--- config.mk ---
export PLATFORM = sky130hd
export DESIGN_NAME = switch_scheduler_rr
export DESIGN_NICKNAME = d
export VERILOG_FILES = /design/src/rtl/switch_scheduler_rr.sv
export SDC_FILE = /design/constraint.sdc
export NUM_CORES = 1
export LEC_CHECK = 0
export ABC_AREA = 1
export CORE_MARGIN = 8
export CORE_UTILIZATION = 45
export DETAILED_ROUTE_END_ITERATION = 6
export GPL_TIMING_DRIVEN = 0
export PLACE_DENSITY = 0.81
export SLEW_MARGIN = 10
export SYNTH_ARGS = -nofsm -noshare
export SYNTH_HDL_FRONTEND = slang
export SYNTH_SLANG_ARGS = --single-unit
--- constraint.sdc ---
create_clock -name clk -period 3.1 [get_ports clk]
set_input_delay 0.775 -clock clk [delete_from_list [all_inputs] [get_ports clk]]
set_output_delay 0.775 -clock clk [all_outputs]
set_load 0.1 [all_outputs]
--- src/rtl/switch_scheduler_rr.sv ---
// Crossbar scheduler: per-output round-robin arbitration over input FIFO heads.
// Define SCHED_DROP_EN to pop and count undeliverable heads (drop_cnt port).
module switch_scheduler_rr #(
    parameter int NPORTS = 3,
    parameter int DATA_W = 8,
    parameter int DEST_W = 2,
    parameter int SEL_W  = 2
) (
    input  logic                     clk,
    input  logic                     reset_n,
    input  logic [NPORTS*DATA_W-1:0] data,
    input  logic [NPORTS-1:0]        empty,
    input  logic [NPORTS-1:0]        out_full,
    output logic [NPORTS*SEL_W-1:0]  sel,
    output logic [NPORTS-1:0]        rdreq
`ifdef SCHED_DROP_EN
    ,
    output logic [15:0]              drop_cnt
`endif
);

    logic [NPORTS-1:0][DEST_W-1:0] w_dest;
    logic [NPORTS-1:0][NPORTS-1:0] w_req;
    logic [NPORTS-1:0][SEL_W-1:0]  w_sel_nxt;
    logic [NPORTS-1:0][SEL_W-1:0]  w_ptr_nxt;
    logic [NPORTS-1:0]             w_pop;
    logic [NPORTS-1:0][SEL_W-1:0]  r_sel;
    logic [NPORTS-1:0][SEL_W-1:0]  r_ptr;
    logic [NPORTS-1:0]             r_rdreq;
    logic                          w_unused_data;

    // Only the destination field of each head word matters here.
    assign w_unused_data = ^data;

    always_comb begin
        for (int i = 0; i < NPORTS; i++) begin
            w_dest[i] = data[i*DATA_W +: DEST_W];
        end
    end

    // r_rdreq doubles as the previous-grant mask: a popped FIFO's head is stale for one cycle.
    always_comb begin
        w_req = '0;
        for (int j = 0; j < NPORTS; j++) begin
            for (int i = 0; i < NPORTS; i++) begin
                w_req[j][i] = !empty[i] && !r_rdreq[i] && !out_full[j] &&
                              (int'(w_dest[i]) == j + 1);
            end
        end
    end

`ifdef SCHED_DROP_EN
    logic [NPORTS-1:0] w_drop;
    logic [16:0]       w_drop_sum;
    logic [15:0]       r_drop_cnt;

    always_comb begin
        w_drop     = '0;
        w_drop_sum = {1'b0, r_drop_cnt};
        for (int i = 0; i < NPORTS; i++) begin
            w_drop[i] = !empty[i] && !r_rdreq[i] &&
                        ((w_dest[i] == '0) || (int'(w_dest[i]) > NPORTS));
            if (w_drop[i]) begin
                w_drop_sum = w_drop_sum + 17'd1;
            end
        end
    end

    always_ff @(posedge clk or negedge reset_n) begin
        if (!reset_n) begin
            r_drop_cnt <= '0;
        end else begin
            r_drop_cnt <= w_drop_sum[16] ? 16'hFFFF : w_drop_sum[15:0];
        end
    end

    assign drop_cnt = r_drop_cnt;
`endif

    // Two passes give wrap-around priority: indices at/after the pointer first, then the rest.
    always_comb begin : arb
        logic found;
        found     = 1'b0;
        w_sel_nxt = '0;
        w_ptr_nxt = r_ptr;
        w_pop     = '0;
        for (int j = 0; j < NPORTS; j++) begin
            found = 1'b0;
            for (int i = 0; i < NPORTS; i++) begin
                if (!found && w_req[j][i] && (i >= int'(r_ptr[j]))) begin
                    found        = 1'b1;
                    w_sel_nxt[j] = SEL_W'(i + 1);
                    w_ptr_nxt[j] = (i + 1 == NPORTS) ? '0 : SEL_W'(i + 1);
                    w_pop[i]     = 1'b1;
                end
            end
            for (int i = 0; i < NPORTS; i++) begin
                if (!found && w_req[j][i]) begin
                    found        = 1'b1;
                    w_sel_nxt[j] = SEL_W'(i + 1);
                    w_ptr_nxt[j] = (i + 1 == NPORTS) ? '0 : SEL_W'(i + 1);
                    w_pop[i]     = 1'b1;
                end
            end
        end
`ifdef SCHED_DROP_EN
        w_pop = w_pop | w_drop;
`endif
    end

    always_ff @(posedge clk or negedge reset_n) begin
        if (!reset_n) begin
            r_sel   <= '0;
            r_ptr   <= '0;
            r_rdreq <= '0;
        end else begin
            r_sel   <= w_sel_nxt;
            r_ptr   <= w_ptr_nxt;
            r_rdreq <= w_pop;
        end
    end

    assign sel   = r_sel;
    assign rdreq = r_rdreq;

endmodule

==> After elaboration in Yosys (flattened, before gate mapping) <==
Cells that the tools add are included.
{ "classes": {"n_lt_le_gt_ge": 9, "reduce_logical": 72, "eq_ne": 9, "muxes": 68} }
{ "ops": {"columns": ["op", "count"], "rows": [
  ["two-way mux 2 bit", 33],
  ["logical AND 1 bit", 45],
  ["two-way mux 1 bit", 35],
  ["logical NOT 1 bit", 24],
  ["nonzero test 6 bit", 3],
  ["equality test 2 bit (second input constant)", 6],
  [">= comparator 1 x 2 -> 1 bit (first input constant)", 6],
  ["equality test 2 x 1 -> 1 bit (second input constant)", 3],
  [">= comparator 2 bit (first input constant)", 3]
]} }
{ "totals": {"reg_bits": 15, "elab_cells": 165, "out_inout_bits": 9, "inputBits": 32} }

==> Longest topological paths before layout <==
Gate-level depths: netlist (run 1).
{ "depth": {"ltp_word": 27, "depth_mapped": 9, "mapped_depth_nobuf": 9} }

==> Least setup slack after synthesis (run 1) <==
OpenSTA, ideal clock, no wires.
{ "synth_path": {"kind": "reg-to-reg", "start": "reg r_rdreq[0] (netlist: rdreq[0])", "end": "reg r_sel, in the netlist sel[4]", "setup_ns": 0.119, "path_slack_ns": 1.285, "path_buffers": 0, "t_required_ns": 2.981, "arrival_ns": 1.696, "path_stages_with_launch": 9, "path_cell_list": "dfrtp_1 nor2_4 nand4_4 nor2_4 nand2_2 nand2_2 nor2_2 a21boi_2 nand2_1"} }
{ "synth_lines": {"columns": ["element", "line", "text"], "rows": [
  ["start: declaration", "29", "logic [NPORTS-1:0] r_rdreq;"],
  ["start signal: assignment", "119", "r_rdreq <= w_pop;"],
  ["end signal: assignment", "117", "r_sel <= w_sel_nxt;"],
  ["end: declaration", "27", "logic [NPORTS-1:0][SEL_W-1:0] r_sel;"]
]} }

==> Final worst setup path (run 1) <==
{ "layout_path": {"start": "reg r_rdreq[1] (netlist: rdreq[1])", "end": "out rdreq[1]"} }
{ "layout_lines": {"columns": ["element", "line", "text"], "rows": [
  ["end: declaration", "15", "output logic [NPORTS-1:0] rdreq"]
]} }
No word-level cell between the ends.

==> flow_results.org, run 1 <==
** Clocking
- CTS built an H-tree with a depth of 1.
- Sinks on Clock Net :: 15
- Counting along the longest clock path gives a buffer depth of 2.
- Postcts setup bufs :: 0
- After clock tree synthesis, the clock-pin slew on the worst setup and hold paths is 0.09 ns.
- TritonCTS clock tree :: built
- Resize count post-CTS :: 0
- TritonCTS created 3 clock buffers.
- Buffer type at the clock tree root :: clkbuf_4
- Hold repair after CTS inserted 0 buffers.
- Clock latency on the worst-skew pair :: 0.29 ns

** Flow run
- Across the run, the number of max-cap violations was 0.

** Global routing
- The via count of the first global-routing pass is 1010.
- Across every metal layer, demand over resource in global routing totals 13.2%.
- Global routing finished with a remaining overflow of 0.
- Maximum number of pins on one net before global-route repair :: 16
- The first global-routing pass estimated 4.17 mm of wire.
- Number of antenna violations at the first check in global routing :: 0

** Setup path
- The signal on the critical path passes through clkdlybuf4s50_1.
- The slowest stage of the critical path belongs to the cell clkdlybuf4s50_1.
- Endpoint class of the critical path :: output port
- Arrival @ worst endpoint :: 1.84 ns
- Req. time, crit path :: 2.32 ns
- Kind of launch point of the worst setup path :: register
- In this design, the largest share of critical-path delay is due to buffers and inverters.
- The worst register-to-register path begins at rdreq[2]$_DFF_PN0_.
- Launch point of the worst path :: rdreq[1]$_DFF_PN0_
- Worst reg-to-reg setup slack :: 1.53 ns
- The largest single stage delay on the critical path is 1.15 ns.
- Together, buffers and inverters on the worst path number 1.
- Of all nets on the critical path, the largest fanout is 2.
- The setup path with the least slack is of type register to output port.

** Timing
- Max-slew headroom at the worst pin :: 34.9%
- Dividing the final minimum period by the clock period gives 84.3%.
- Setup total negative slack on the finished layout was measured at 0 ns.
- Pins Over Slew Limit :: 0
- Hold Fails Final Rpt :: 0
- The tightest hold path in the finished design has a slack of 0.559 ns.
- The clock arrives with 0.00778 ns of skew.
- Post-layout min period :: 2.61 ns
- Setup repair after global routing left no endpoint under its margin.
- Slew at the pin closest to its max-slew limit :: 0.974 ns
- Maximum clock rate :: 0.383 GHz
- Final setup violating endpoints :: 0

** Place
- In this run the cell area measured after placement is 1250 sq um.
- GP Congestion :: 0.905
- Once detailed placement completed, the half-perimeter wirelength came to 1.98 mm.
- Total of buffers placed on input and output ports :: 22

** Hold path
- Launch point of the worst hold path :: r_ptr[0]$_DFFE_PN0P_
- The min-delay analysis places its worst path in the category register to register.

** Detailed routing
- Wire length per cell after detailed routing :: 13.1 microns
- Residual DRC :: 0
- The final route contains 989 vias.
- Number of iterations in the first detailed-routing pass :: 4
- Starting DRT DRC Count :: 26
- Number of nets with antenna violations after routing :: 0
- Per-cell via count in the routed design :: 5.40
- Total wire length :: 2.39 mm

** Floorplan
- Measured along the x axis, the die boundary spans 63.0 microns.
- After floorplanning, the core was sized to cover 2150 sq um.
- Die area :: 3960 sq um
- Y dimension of the die :: 63.0 microns
- In this run the count of I/O pins placed on the die edge is 41.
- Starting density of the core :: 46.2%
- Number of placement rows :: 17

** Yosys
- Combined area of all synthesized cells :: 992 sq um
- A synthesized cell averages 7.69 sq um.
- Cells after synthesis :: 129
- Number of distinct library cells after synthesis :: 23
- Nets in the synthesized netlist :: 161
- Warning count from the yosys run :: 0
- Seq/Total Area, Yosys :: 37.8%
- Number of synthesized register bits :: 15

** Power and ir drop
- P_sw :: 306 uW
- Seq pwr share :: 39.6%
- Fraction of power consumed by the clock network :: 17.1%
- Switching portion of total power :: 45.5%
- Overall power after layout :: 673 uW
- Logic gate share of total power :: 43.3%
- In this run the power density over the cells is 528 nW/um^2.
- Across the VDD grid, the largest voltage drop is 0.315 mV.
- Int Power :: 367 uW
- Summed over all cells, the static leakage comes to 0.000680 uW.

** Run status
- Status :: finished clean

** Final layout
- Number of nets at the end of the flow :: 188
- Commonest cells after routing, fill and taps aside :: inv_1, clkdlybuf4s50_1, nand2_1
- After filler insertion, the fill cell instance count of the layout stands at 200.
- In the final layout, the share of cells above drive strength 1 is 17.4%.
- The finished cells cover 1270 sq um.
- Relative area change from synthesis to final layout :: 28.4%
- 0 antenna diodes ended up in the layout.
## per-stage QoR
stage | utilization, % | worst slack [ns] | std cells
after floorplan | - | 1.28 | 129
after detailed placement | 58.1 | 0.753 | 179
after global placement | 58.1 | 0.792 | 179
final | 59.3 | 0.486 | 183
after global routing | 59.3 | 0.426 | 183
after CTS | 59.3 | 0.490 | 183
## synth_stat cells
| library cell | n | area, sq um |
|---|---|---|
| a21boi_2 | 1 | 11.3 |
| a21oi_1 | 1 | 5.00 |
| a31oi_1 | 1 | 6.26 |
| a31oi_2 | 2 | 25.0 |
| a41oi_2 | 1 | 16.3 |
| clkinv_1 | 1 | 3.75 |
| dfrtp_1 | 15 | 375 |
| inv_1 | 22 | 82.6 |
| inv_2 | 2 | 7.51 |
| nand2_1 | 21 | 78.8 |
| nand2_2 | 2 | 12.5 |
| nand3_1 | 12 | 60.1 |
| nand3_2 | 2 | 20.0 |
| nand4_1 | 10 | 62.6 |
| nand4_2 | 1 | 12.5 |
| nand4_4 | 1 | 21.3 |
| nor2_1 | 14 | 52.6 |
| nor2_2 | 8 | 50.1 |
| nor2_4 | 4 | 45.0 |
| o21ai_0 | 1 | 5.00 |
| o21ai_1 | 5 | 25.0 |
| o21bai_1 | 1 | 7.51 |
| or2_1 | 1 | 6.26 |
## routing by layer
metal / up-vias / track usage, % / share of wire (%)
met3: 12 / 4.66 / 5.4
met2: 32 / 21.6 / 49
li1: 477 / - / -
met5: - / 0 / 0
met4: 0 / 10.8 / 4.6
met1: 468 / 13.1 / 41
## registers in the layout (all words and copies together), names as in the netlist
name   flops
r_ptr      6
rdreq      3
sel        6
## cells by family (layout without fill, tap and decap cells)
kind of cell | after synthesis | after routing | share of synthesized area [%]
AO/OA/AOI/OAI | 13 | 13 | 10.2
buffers and inverters | 25 | 51 | 9.46
flip-flops | 15 | 15 | 37.8
AND/OR/NAND/NOR | 76 | 76 | 42.5
## area by class of cell
cell class | instances | area, sq um | area share [%]
multi-input cells | 89 | 523 | 41.1
inverters | 25 | 93.8 | 7.37
repair buffers | 22 | 220 | 17.3
clock buffers | 4 | 26.3 | 2.06
flip-flops and latches | 15 | 375 | 29.5
well taps | 28 | 35.0 | 2.75
## final timing paths
path / to / cells past startpoint
setup / recovery: rdreq[1] / 1
hold / removal: r_ptr[0]$_DFFE_PN0P_ / 2
setup reg to reg: rdreq[0]$_DFF_PN0_ / 8
hold reg to reg: r_ptr[0]$_DFFE_PN0P_ / 2
max in group asynchronous: sel[1]$_DFF_PN0_ / 1
min in group asynchronous: r_ptr[0]$_DFFE_PN0P_ / 1
## power by group through the flow
stage	Clock [uW]	Sequential, uW	Combinational (uW)
final	115	267	291
after global routing	128	271	313
after CTS	114	266	293
after detailed placement	0	271	292
after global placement	0	267	287
after floorplan	0	379	98.2
Note: power is estimated with default switching activity, not from simulation.
==> inputs of run 2 (changes only) <==
Settings changed: CORE_UTILIZATION 45 to 42, PLACE_DENSITY 0.81 to 0.76.
Clock period 3.1 ns to 2.5 ns, I/O delays scaled along.
==> flow_results.org, run 2 (same netlist as run 1, synthesis figures left out) <==
** Floorplan
- The number of top-level pins was 41 (unchanged).
- The placeable core region is 2230 sq um (+4.0%).
- The standard-cell row count is 17 (unchanged).
- The total die area is 4170 sq um (+5.3%).
- Starting density of the core :: 44.4% (-1.8 points)
- The die span in y came to 64.6 microns (+2.6%).
- DIE WIDTH :: 64.6 microns (+2.6%)

** Global routing
- GR Util All Layers :: 11.7% (-1.5 points)
- Number of antenna violations at the first check in global routing :: 0 (unchanged)
- The total global routing overflow came to 0 (unchanged).
- Number of global-route vias before repair :: 909 (-10%)
- The wire length of the first global-routing pass came to 3.94 mm (-5.6%).
- The maximum number of pins on one net before global-route repair came to 16 (unchanged).

** Place
- The pre-CTS worst setup slack came to 0.291 ns (-0.462 ns).
- The routability-driven placement congestion ratio is 0.908 (+0.35%).
- HPWL after detailed placement :: 2.00 mm (+0.78%)
- The placed instance area came to 1250 sq um (unchanged).
- Total of buffers placed on input and output ports :: 22 (unchanged)
- Placed cell count :: 179 (unchanged)

** Final layout
- In the layout the commonest cells are inv_1, nand2_1, clkdlybuf4s50_1.
- Relative area change from synthesis to final layout :: 29.0%
- The number of standard cells in the final layout excluding fillers was 183 (unchanged).
- Most common cell after layout, fill and taps aside :: inv_1
- Layout cell share with drive strength beyond 1 :: 18.1% (+0.65 points)
- Area of all placed cells without fillers :: 1280 sq um (+0.49%)
- The post-layout net count is 188 (unchanged).
- Share of the core filled with cells :: 57.3% (-2.0 points)
- The antenna cell count came to 0 (unchanged).

** Timing
- The worst path uses 98.0% of the clock period.
- After layout, the minimum clock period comes to 2.45 ns.
- Worst setup slack after layout :: 0.0504 ns (-0.436 ns)
- Aggregate negative setup slack :: 0 ns (unchanged)
- Slew at the pin closest to its max-slew limit :: 0.974 ns (+0.000180 ns)
- Maximum clock rate :: 0.408 GHz
- The worst max-slew margin expressed relative to the limit is 34.9% (about the same).
- Hold Fails Final Rpt :: 0 (unchanged)
- Unrepaired setup endpoints after global routing :: false
- The number of failing setup endpoints in the final timing report is 0 (unchanged).
- The largest clock skew in the final design was 0.00757 ns (-0.000218 ns).
- Pins Over Slew Limit :: 0 (unchanged)

** Clocking
- The clock network latency to the later pin of the worst-skew pair is 0.29 ns (about the same).
- The clock input transition at the sequential cells of the worst setup and hold paths is 0.10 ns (about the same).
- Depth of the CTS H-tree :: 1 (unchanged)
- The tree is rooted in a clkbuf_4.
- Inserted Clock Buffers :: 3 (unchanged)
- Clk buf depth :: 2 (unchanged)
- TritonCTS built the clock tree.
- Hold-fix buffer count after cts :: 0 (unchanged)
- The CTS sink count is 15 (unchanged).

** Run status
- The flow ran to the end, and the final reports show no timing, DRC or antenna violations.

** Setup path
- On the critical path, the stage with the largest delay is an instance of clkdlybuf4s50_1.
- Kind of launch point of the worst setup path :: register
- Reg2Reg Launch Point :: rdreq[2]$_DFF_PN0_
- The critical path starts at rdreq[1]$_DFF_PN0_.
- The data arrival time of the critical path came to 1.82 ns (-0.02 ns).
- Cell-by-cell trace of the critical path :: clkdlybuf4s50_1
- Slowest cell delay on critical path :: 1.15 ns (about the same)
- The worst setup path is captured at an output port.
- The setup path with the least slack is of type register to output port.
- The worst endpoint required time came to 1.88 ns (-0.44 ns).
- Among cell families on the critical path, the largest total delay comes from buffers and inverters.
- The maximum fanout along the worst path was 2 (unchanged).
- The count of buffer and inverter cells on the critical path was 1 (unchanged).

** Detailed routing
- The via count came to 939 (-5.1%).
- The via count normalized by instance count was 5.13 (-5.1%).
- Number of nets with antenna violations after routing :: 0 (unchanged)
- The detailed-routing iteration count for the pre-antenna-repair pass came to 4 (unchanged).
- Total wire length :: 2.36 mm (-1.3%)
- Residual DRC :: 0 (unchanged)
- Starting DRT DRC Count :: 38 (+46%)
- The average routed wire per standard cell was 12.9 microns (-1.3%).

** Power and ir drop
- Seq pwr share :: 39.2% (-0.4 points)
- The cell-internal power was 453 uW (+24%).
- Logic gate share of total power :: 43.2% (about the same)
- Switching portion of total power :: 46.1% (+0.57 points)
- The power share of the clock group was 17.6% (+0.5 points).
- The power per cell area was 657 nW/um^2 (+24%).
- P_sw :: 387 uW (+26%)
- Leak pwr :: 0.000694 uW (+2.1%)
- The worst voltage drop across the vdd grid was 0.340 mV (+7.9%).

** Hold path
- Launch point of the worst hold path :: r_ptr[0]$_DFFE_PN0P_
- Worst hold path type :: register to register

** Flow run
- Max-cap violations :: 0 (unchanged)
==> run 2: changes by cell type in the layout (fill, tap and decap cells not counted) <==
cell,change
clkinvlp_4,+1
clkbuf_1,-1
clkdlybuf4s50_1,-1
dlymetal6s2s_1,+1
==> run 2: layout make-up <==
| type | instances | area, sq um |
|---|---|---|
| repair buffers | 22 | 223 |
| clock buffers | 3 | 22.5 |
| well taps | 28 | 35.0 |
| inverters | 25 | 93.8 |
| clock inverters | 1 | 7.51 |
| flip-flops and latches | 15 | 375 |
| fillers | 225 | 953 |
| multi-input cells | 89 | 523 |
==> run 2: through the flow <==
stage                     hold WS [ns]  power [uW]
after CTS                        0.554         846
after floorplan                  0.329         592
after global placement           0.540         689
final                            0.556         840
after global routing             0.586         886
after detailed placement         0.538         700
==> run 2: worst reg2reg max path: stages (launching register included) <==
cell and delay [ns]:
dfrtp_1 0.40, nor2_2 0.21, nand3_1 0.19, a21oi_1 0.25
nor2_2 0.11, a31oi_2 0.20, nand3_1 0.11
==> run 2: worst paths after layout <==
path	end	slack, ns	cells after the start
worst max-delay path	rdreq[1]	0.05	1
worst min-delay path	r_ptr[0]$_DFFE_PN0P_	0.56	2
worst max register to register	rdreq[1]$_DFF_PN0_	0.90	6
worst min register to register	r_ptr[0]$_DFFE_PN0P_	0.56	2
max in group asynchronous	sel[3]$_DFF_PN0_	1.30	1
min in group asynchronous	sel[1]$_DFF_PN0_	0.75	1
==> run 2: timing repair <==
action | 4_1_cts | 5_1_grt
endpoints found under the hold margin | 0 | 0
setup buffers | 0 | 0
resized for setup | 0 | 1
endpoints found under the setup margin | 0 | 1
==> run 2: power groups by stage <==
| stage | registers (uW) | clock network (uW) | logic, uW |
|---|---|---|---|
| final | 329 | 148 | 363 |
| after global routing | 334 | 163 | 389 |
| after CTS | 329 | 151 | 366 |
| after detailed placement | 334 | 0 | 366 |
| after global placement | 330 | 0 | 358 |
| after floorplan | 470 | 0 | 122 |
==> run 2: metal layers <==
layer  GRT usage, %  vias to the layer above  share of wire (%)
li1               -                      473                  -
met1           13.9                      444                 44
met2           19.6                       20                 49
met3           2.06                        2                5.6
met4           5.99                        0                1.3
met5              0                        -                  0
==> inputs of run 3 (changes only) <==
--- a/config.mk
+++ b/config.mk
@@ -8,3 +8,3 @@
 export ABC_AREA = 1
-export CORE_MARGIN = 8
+export CORE_MARGIN = 2
 export CORE_UTILIZATION = 42
--- a/constraint.sdc
+++ b/constraint.sdc
@@ -3,2 +3,2 @@
 set_output_delay 0.625 -clock clk [all_outputs]
-set_load 0.1 [all_outputs]
+set_load 0.05 [all_outputs]
==> flow_results.org, run 3 (same netlist as run 1, synthesis figures left out) <==
** Run status
- Status :: finished clean

** Setup path
- Arrival @ worst endpoint :: 1.52 ns (-0.30 ns)
- The signal on the critical path passes through clkdlybuf4s50_1.
- Endpoint class of the critical path :: output port
- On the critical path the largest part of the delay comes from buffers and inverters.
- The worst setup path is launched from a register.
- Slowest cell delay on critical path :: 0.82 ns (-0.33 ns)
- Startpoint-to-endpoint class of the critical path :: register to output port
- The number of logic stages on the critical path including buffering is 1 (unchanged).
- Maximum fanout encountered on the critical timing path :: 2 (unchanged)
- The worst endpoint required time is 1.88 ns (about the same).
- The count of buffer and inverter cells on the critical path came to 1 (unchanged).
- Worst reg-to-reg path cell count :: 8 (+2)
- The slowest stage of the critical path is the clkdlybuf4s50_1 cell.

** Final layout
- From synthesis to final layout, the design area changed by 28.8%.
- The post-layout net count is 188 (unchanged).
- Commonest cells after routing, fill and taps aside :: inv_1, clkdlybuf4s50_1, nand2_1
- The antenna cell count came to 0 (unchanged).
- The fraction of layout cells with a size suffix above 1 is 18.1% (unchanged).
- Layout Cells excl Fill :: 183 (unchanged)

** Global routing
- The global-route usage over all layers was 18.6% (+7.0 points).
- The total global routing overflow was 0 (unchanged).
- Maximum number of pins on one net before global-route repair :: 16 (unchanged)
- The via count of the first global-routing pass came to 910 (+0.11%).
- Number of antenna violations at the first check in global routing :: 0 (unchanged)
- Wire length of the first global-routing pass :: 3.73 mm (-5.4%)

** Clocking
- Buffer type at the clock tree root :: clkbuf_4
- The CTS sink count was 15 (unchanged).
- Clock-pin slew on the worst setup and hold paths :: 0.10 ns (about the same)
- The number of buffers inserted by post-CTS setup repair came to 0 (unchanged).
- The number of buffers on the longest clock path was 2 (unchanged).
- The total CTS buffers came to 3 (unchanged).
- Hold-fix buffer count after cts :: 0 (unchanged)
- TritonCTS built the clock tree.
- The post-cts resize count came to 0 (unchanged).
- The clock network latency to the later pin of the worst-skew pair was 0.30 ns (about the same).
- The number of H-tree branching levels came to 1 (unchanged).

** Power and ir drop
- Total power per unit cell area :: 597 nW/um^2 (-9.1%)
- Switching portion of total power :: 40.5% (-5.6 points)
- Leak pwr :: 0.000679 uW (-2.2%)
- Overall power after layout :: 762 uW (-9.3%)
- The worst voltage drop across the vdd grid is 0.377 mV (+11%).
- The switching power summed over all nets was 309 uW (-20%).
- Seq pwr share :: 43.2% (+4.0 points)
- Logic gate share of total power :: 37.6% (-5.6 points)
- Int Power :: 454 uW (+0.16%)
- Fraction of power consumed by the clock network :: 19.2% (+1.6 points)

** Detailed routing
- The antenna violation net count after detailed routing came to 0 (unchanged).
- The via count came to 978 (+4.2%).
- The number of DRC violations after detailed routing is 0 (unchanged).
- Per-cell via count in the routed design :: 5.34 (+4.2%)
- Wire length per cell after detailed routing :: 12.0 microns (-6.9%)
- Number of iterations in the first detailed-routing pass :: 5 (+1)
- Starting DRT DRC Count :: 19 (-50%)
- Total wire length :: 2.20 mm (-6.9%)

** Place
- HPWL after detailed placement :: 1.81 mm (-9.6%)
- GP Congestion :: 0.840 (-7.5%)
- Dpl ws :: 0.315 ns (+0.0235 ns)
- Placed cell count :: 179 (unchanged)
- Total of buffers placed on input and output ports :: 22 (unchanged)

** Timing
- The time the final worst path needs with I/O delays and setup came to 2.14 ns (-0.308 ns).
- Setup repair after global routing left no endpoint under its margin.
- The count of final hold-check violations came to 0 (unchanged).
- Maximum clock rate :: 0.467 GHz (+14%)
- Final setup violating endpoints :: 0 (unchanged)
- The transition time at the pin with the least slew margin is 0.678 ns (-0.295 ns).
- The accumulated negative setup slack was 0 ns (unchanged).
- The worst max-slew margin expressed relative to the limit was 54.6% (+20 points).
- The count of final max-slew check failures came to 0 (unchanged).
- The least setup slack across all paths after layout came to 0.359 ns (+0.308 ns).
- The final worst-path cycle share is 85.6% (-12 points).
- The largest clock skew in the final design is 0.00801 ns (+0.000449 ns).

** Hold path
- Worst hold path type :: register to register
- Hold Crit Depth :: 2 (unchanged)

** Floorplan
- The starting density of the core came to 44.4% (unchanged).
- The total die area is 2770 sq um (-34%).
- Number of placement rows :: 17 (unchanged)
- The die width came to 52.6 microns (-19%).
- The number of top-level pins is 41 (unchanged).
- The die span in y is 52.6 microns (-19%).
- Core area :: 2230 sq um (unchanged)

** Flow run
- Max-cap violations :: 0 (unchanged)
run 3: per-stage QoR:
stage | utilization (%) | hold WS [ns] | area (sq um)
after detailed placement | 55.9 | 0.543 | 1250
after floorplan | - | 0.329 | 992
after global placement | 55.9 | 0.540 | 1250
after global routing | 57.2 | 0.613 | 1280
final | 57.2 | 0.557 | 1280
after CTS | 57.2 | 0.563 | 1280
run 3: worst paths after layout:
path                                      startpoint                    to  slack [ns]
worst max-delay path              rdreq[0]$_DFF_PN0_              rdreq[0]        0.36
worst min-delay path            r_ptr[0]$_DFFE_PN0P_  r_ptr[0]$_DFFE_PN0P_        0.56
worst max register to register    rdreq[2]$_DFF_PN0_    rdreq[2]$_DFF_PN0_        0.93
worst min register to register  r_ptr[0]$_DFFE_PN0P_  r_ptr[0]$_DFFE_PN0P_        0.56
max in group asynchronous                    reset_n  r_ptr[3]$_DFFE_PN0P_        1.33
min in group asynchronous                    reset_n      sel[0]$_DFF_PN0_        0.73
run 3: cell type report:
| class | count | area (sq um) |
|---|---|---|
| flip-flops and latches | 15 | 375 |
| well taps | 28 | 35.0 |
| fillers | 210 | 956 |
| inverters | 25 | 93.8 |
| repair buffers | 22 | 220 |
| multi-input cells | 89 | 523 |
| clock buffers | 3 | 22.5 |
| clock inverters | 1 | 7.51 |
run 3: power groups by stage:
stage          Sequential (uW)  Combinational, uW  Clock [uW]
3_3_place_gp               331                281           0
6_report                   330                286         146
2_1_floorplan              397                122           0
3_5_place_dp               334                287           0
5_1_grt                    335                314         161
4_1_cts                    329                288         153
run 3: metal layers:
layer | vias up | routed length, microns | GRT usage (%) | share of wire, %
li1 | 475 | - | - | -
met1 | 460 | 892 | 20.4 | 41
met2 | 38 | 1110 | 34.4 | 50
met3 | 5 | 140 | 1.71 | 6.4
met4 | 0 | 58 | 10.7 | 2.6
met5 | - | 0 | 0 | 0
==> RTL change (flow settings as in run 2) <==
The option `SCHED_DROP_EN` is turned on by a define.
--- a/src/rtl/switch_scheduler_rr.sv
+++ b/src/rtl/switch_scheduler_rr.sv
@@ -1,4 +1,6 @@
 // Crossbar scheduler: per-output round-robin arbitration over input FIFO heads.
 // Define SCHED_DROP_EN to pop and count undeliverable heads (drop_cnt port).
+`define SCHED_DROP_EN
+
 module switch_scheduler_rr #(
     parameter int NPORTS = 3,
Behaviour (old outputs only; new: drop_cnt): not the same (a bounded check fails within 4 cycles, from zero or initial values and one cycle with reset_n low).
==> RTL change against run 2 <==
Wire length grew to 4.6 times the old value; worst setup slack lost 340 ps; cell count grew to 3.7 times the old value; fmax shrank 12%; largest power group unchanged; via count grew to 4.0 times the old value; critical path type is now primary input to flop; synthesized area grew to 3.0 times the old value; the flow now finishes with violations (setup timing); total power grew to 3.7 times the old value; sequential cell count grew 16; cell area grew to 3.5 times the old value.
==> RTL change: results (changes against run 2) <==
{| class="wikitable"
! Metric !! Value
|-
| Total iterations of the first detailed-routing run || 5 (+1)
|-
| Switching part of the total power || 54.3% (+8.2 points)
|-
| Count of cell types in the netlist || 31 (+35%)
|-
| Post-detailed-routing wire length || 10.8 mm (+360%)
|-
| Final total negative setup slack || -4470 ps (-4470 ps)
|-
| Failing checks || setup timing
|-
| Post-Synth XOR/XNOR Area || 1.18% (+1.2 points)
|-
| Crit-path max FO || 5 (+3)
|-
| Iteration-0 DRC Markers || 320 (+740%)
|-
| GPL Wtd Cong || 0.937 (+3.1%)
|-
| Clock transition at path regs || 70 ps (-30 ps)
|-
| Clock buffer count from CTS || 5 (+2)
|-
| Share of synthesized area occupied by flip-flops and latches || 26.1% (-12 points)
|-
| Compound-cell area share of the yosys netlist || 5.40% (-4.8 points)
|-
| Number of setup violations in the final report || 18 (+18)
|-
| Flip-flop count of the largest register after layout || 16
|-
| Root Buffer || clkbuf_8
|-
| Launch point of the worst reg-to-reg path || drop_cnt[0]
|-
| Fin worst setup slack || -292 ps (-343 ps)
|-
| Routed wire per std cell || 16.0 um (+24%)
|-
| Vias per std cell || 5.57 (+8.5%)
|-
| Port Buffer Count || 38 (+73%)
|-
| List of most frequent post-synthesis cells || nand2_1 (131), inv_1 (69), nor2_1 (63)
|-
| Crit Reg-Reg Endpoint || drop_cnt[11]
|-
| Fill cell instance count of the final layout || 538 (+140%)
|-
| Kind of path behind the tightest hold check || primary input to async pin
|-
| Net count reported at finish || 611 (+230%)
|-
| Outcome || finished, violations left
|-
| Number of global-route vias before repair || 3430 (+280%)
|-
| Number of nets produced by synthesis || 516 (+220%)
|-
| Worst Setup Slack post-DPL || -1220 ps (-1510 ps)
|-
| Count of synthesis-stage warnings from yosys || 0 (unchanged)
|-
| Minimum setup slack among reg-to-reg paths || -280 ps (-1180 ps)
|-
| Combined global-route utilization of all metal layers || 19.2% (+7.5 points)
|-
| Maximum number of pins on one net before global-route repair || 32 (+16)
|-
| Leading register cell type out of synthesis || dfrtp_1
|-
| Wire length of the first global-routing pass || 15.5 mm (+290%)
|-
| Number of H-tree levels || 2 (+1)
|-
| Gate Count Post-Synth || 481 (+270%)
|-
| Multiplexer area fraction after synthesis || 0% (unchanged)
|-
| Placed Instance Area || 3520 um2 (+180%)
|-
| Post-Route Skew || 5.73 ps (-1.84 ps)
|-
| Depth of the worst register-to-register path || 18 (+12)
|-
| Adder-cell share of the synthesized area || 1.26% (+1.3 points)
|-
| VDD IR max || 0.359 mV (+5.5%)
|-
| Reported leakage power || 2.08 nW (+200%)
|-
| Endpoint arrival time on the critical path || 3030 ps (+1210 ps)
|-
| Top post-synthesis cells by area || dfrtp_1 (26%), nand2_1 (17%), inv_1 (8.7%)
|-
| Most frequent cell after synthesis || nand2_1
|-
| DP HPWL || 6.60 mm (+230%)
|-
| Share of post-route cells with drive strength above 1 || 35.4% (+17 points)
|-
| Slew headroom || 34.0% (-0.88 points)
|-
| Post-placement cell count || 615 (+240%)
|}
RTL change: layout make-up:
type / instances / area [um2] / area share (%)
sequential: 31 / 792 / 17.6
buffer: 3 / 41.3 / 0.915
clock buffer: 6 / 72.6 / 1.61
multi-input combinational: 374 / 2390 / 53.1
tap: 96 / 120 / 2.66
clock inverter: 2 / 12.5 / 0.277
inverter: 74 / 280 / 6.21
timing repair buffer: 87 / 798 / 17.7
RTL change: worst max path at each step:
stage	startpoint	to	depth (start not counted)
2_1_floorplan	data[1]	drop_cnt[10]	20
3_3_place_gp	data[1]	drop_cnt[10]	21
3_5_place_dp	data[1]	drop_cnt[10]	21
4_1_cts	data[0]	drop_cnt[11]	22
5_1_grt	data[1]	drop_cnt[12]	21
6_report	data[1]	drop_cnt[12]	21
RTL change: cell families after synthesis:
kind of cell,after synthesis
XOR/XNOR,4
AND/OR/NAND/NOR,340
flip-flops,31
AO/OA/AOI/OAI,26
adder cells (fa/ha/maj),3
buffers and inverters,77
RTL change: power groups by stage:
stage | Sequential [mW] | Clock (mW) | Combinational (mW)
global placement | 0.758 | 0 | 1.38
floorplan | 1.22 | 0 | 0.609
detailed placement | 0.764 | 0 | 1.41
global route | 0.779 | 0.430 | 2.08
CTS | 0.746 | 0.402 | 1.65
finish | 0.768 | 0.402 | 1.97
RTL change: worst max-delay path, cell delays in order:
cell and delay (ps):
buf_8 100, nor2_4 200, nand2_4 100, buf_8 130
nand2_4 60, nand2_4 70, ha_4 280, nand2_4 60
nand2_4 80, ha_4 140, nand2_4 60, nor2_4 140
nand3_4 90, nor2_4 140, nand3_4 90, nor2_4 150
nand2_4 70, nor2_4 120, nor2_4 70, clkbuf_16 190
nand2_2 60
RTL change: repair_timing:
item	in CTS	in global routing
resized for setup	82	81
hold endpoints to repair	0	0
setup endpoints to repair	37	31
setup buffers	27	21
gates cloned	2	0
pin swaps	33	40
RTL change: metal layers:
layer	wire length, um	up-vias	global-route usage [%]
met4	302	0	7.67
met5	0	-	0
met2	5330	210	32.8
li1	-	1744	-
met3	711	34	2.70
met1	4430	1758	23.5
RTL change: stage by stage:
stage               utilization [%]  hold WS [ps]
CTS                            59.0           412
finish                         66.0           393
global placement               51.6           532
floorplan                         -           329
global route                   66.0           449
detailed placement             51.5           529
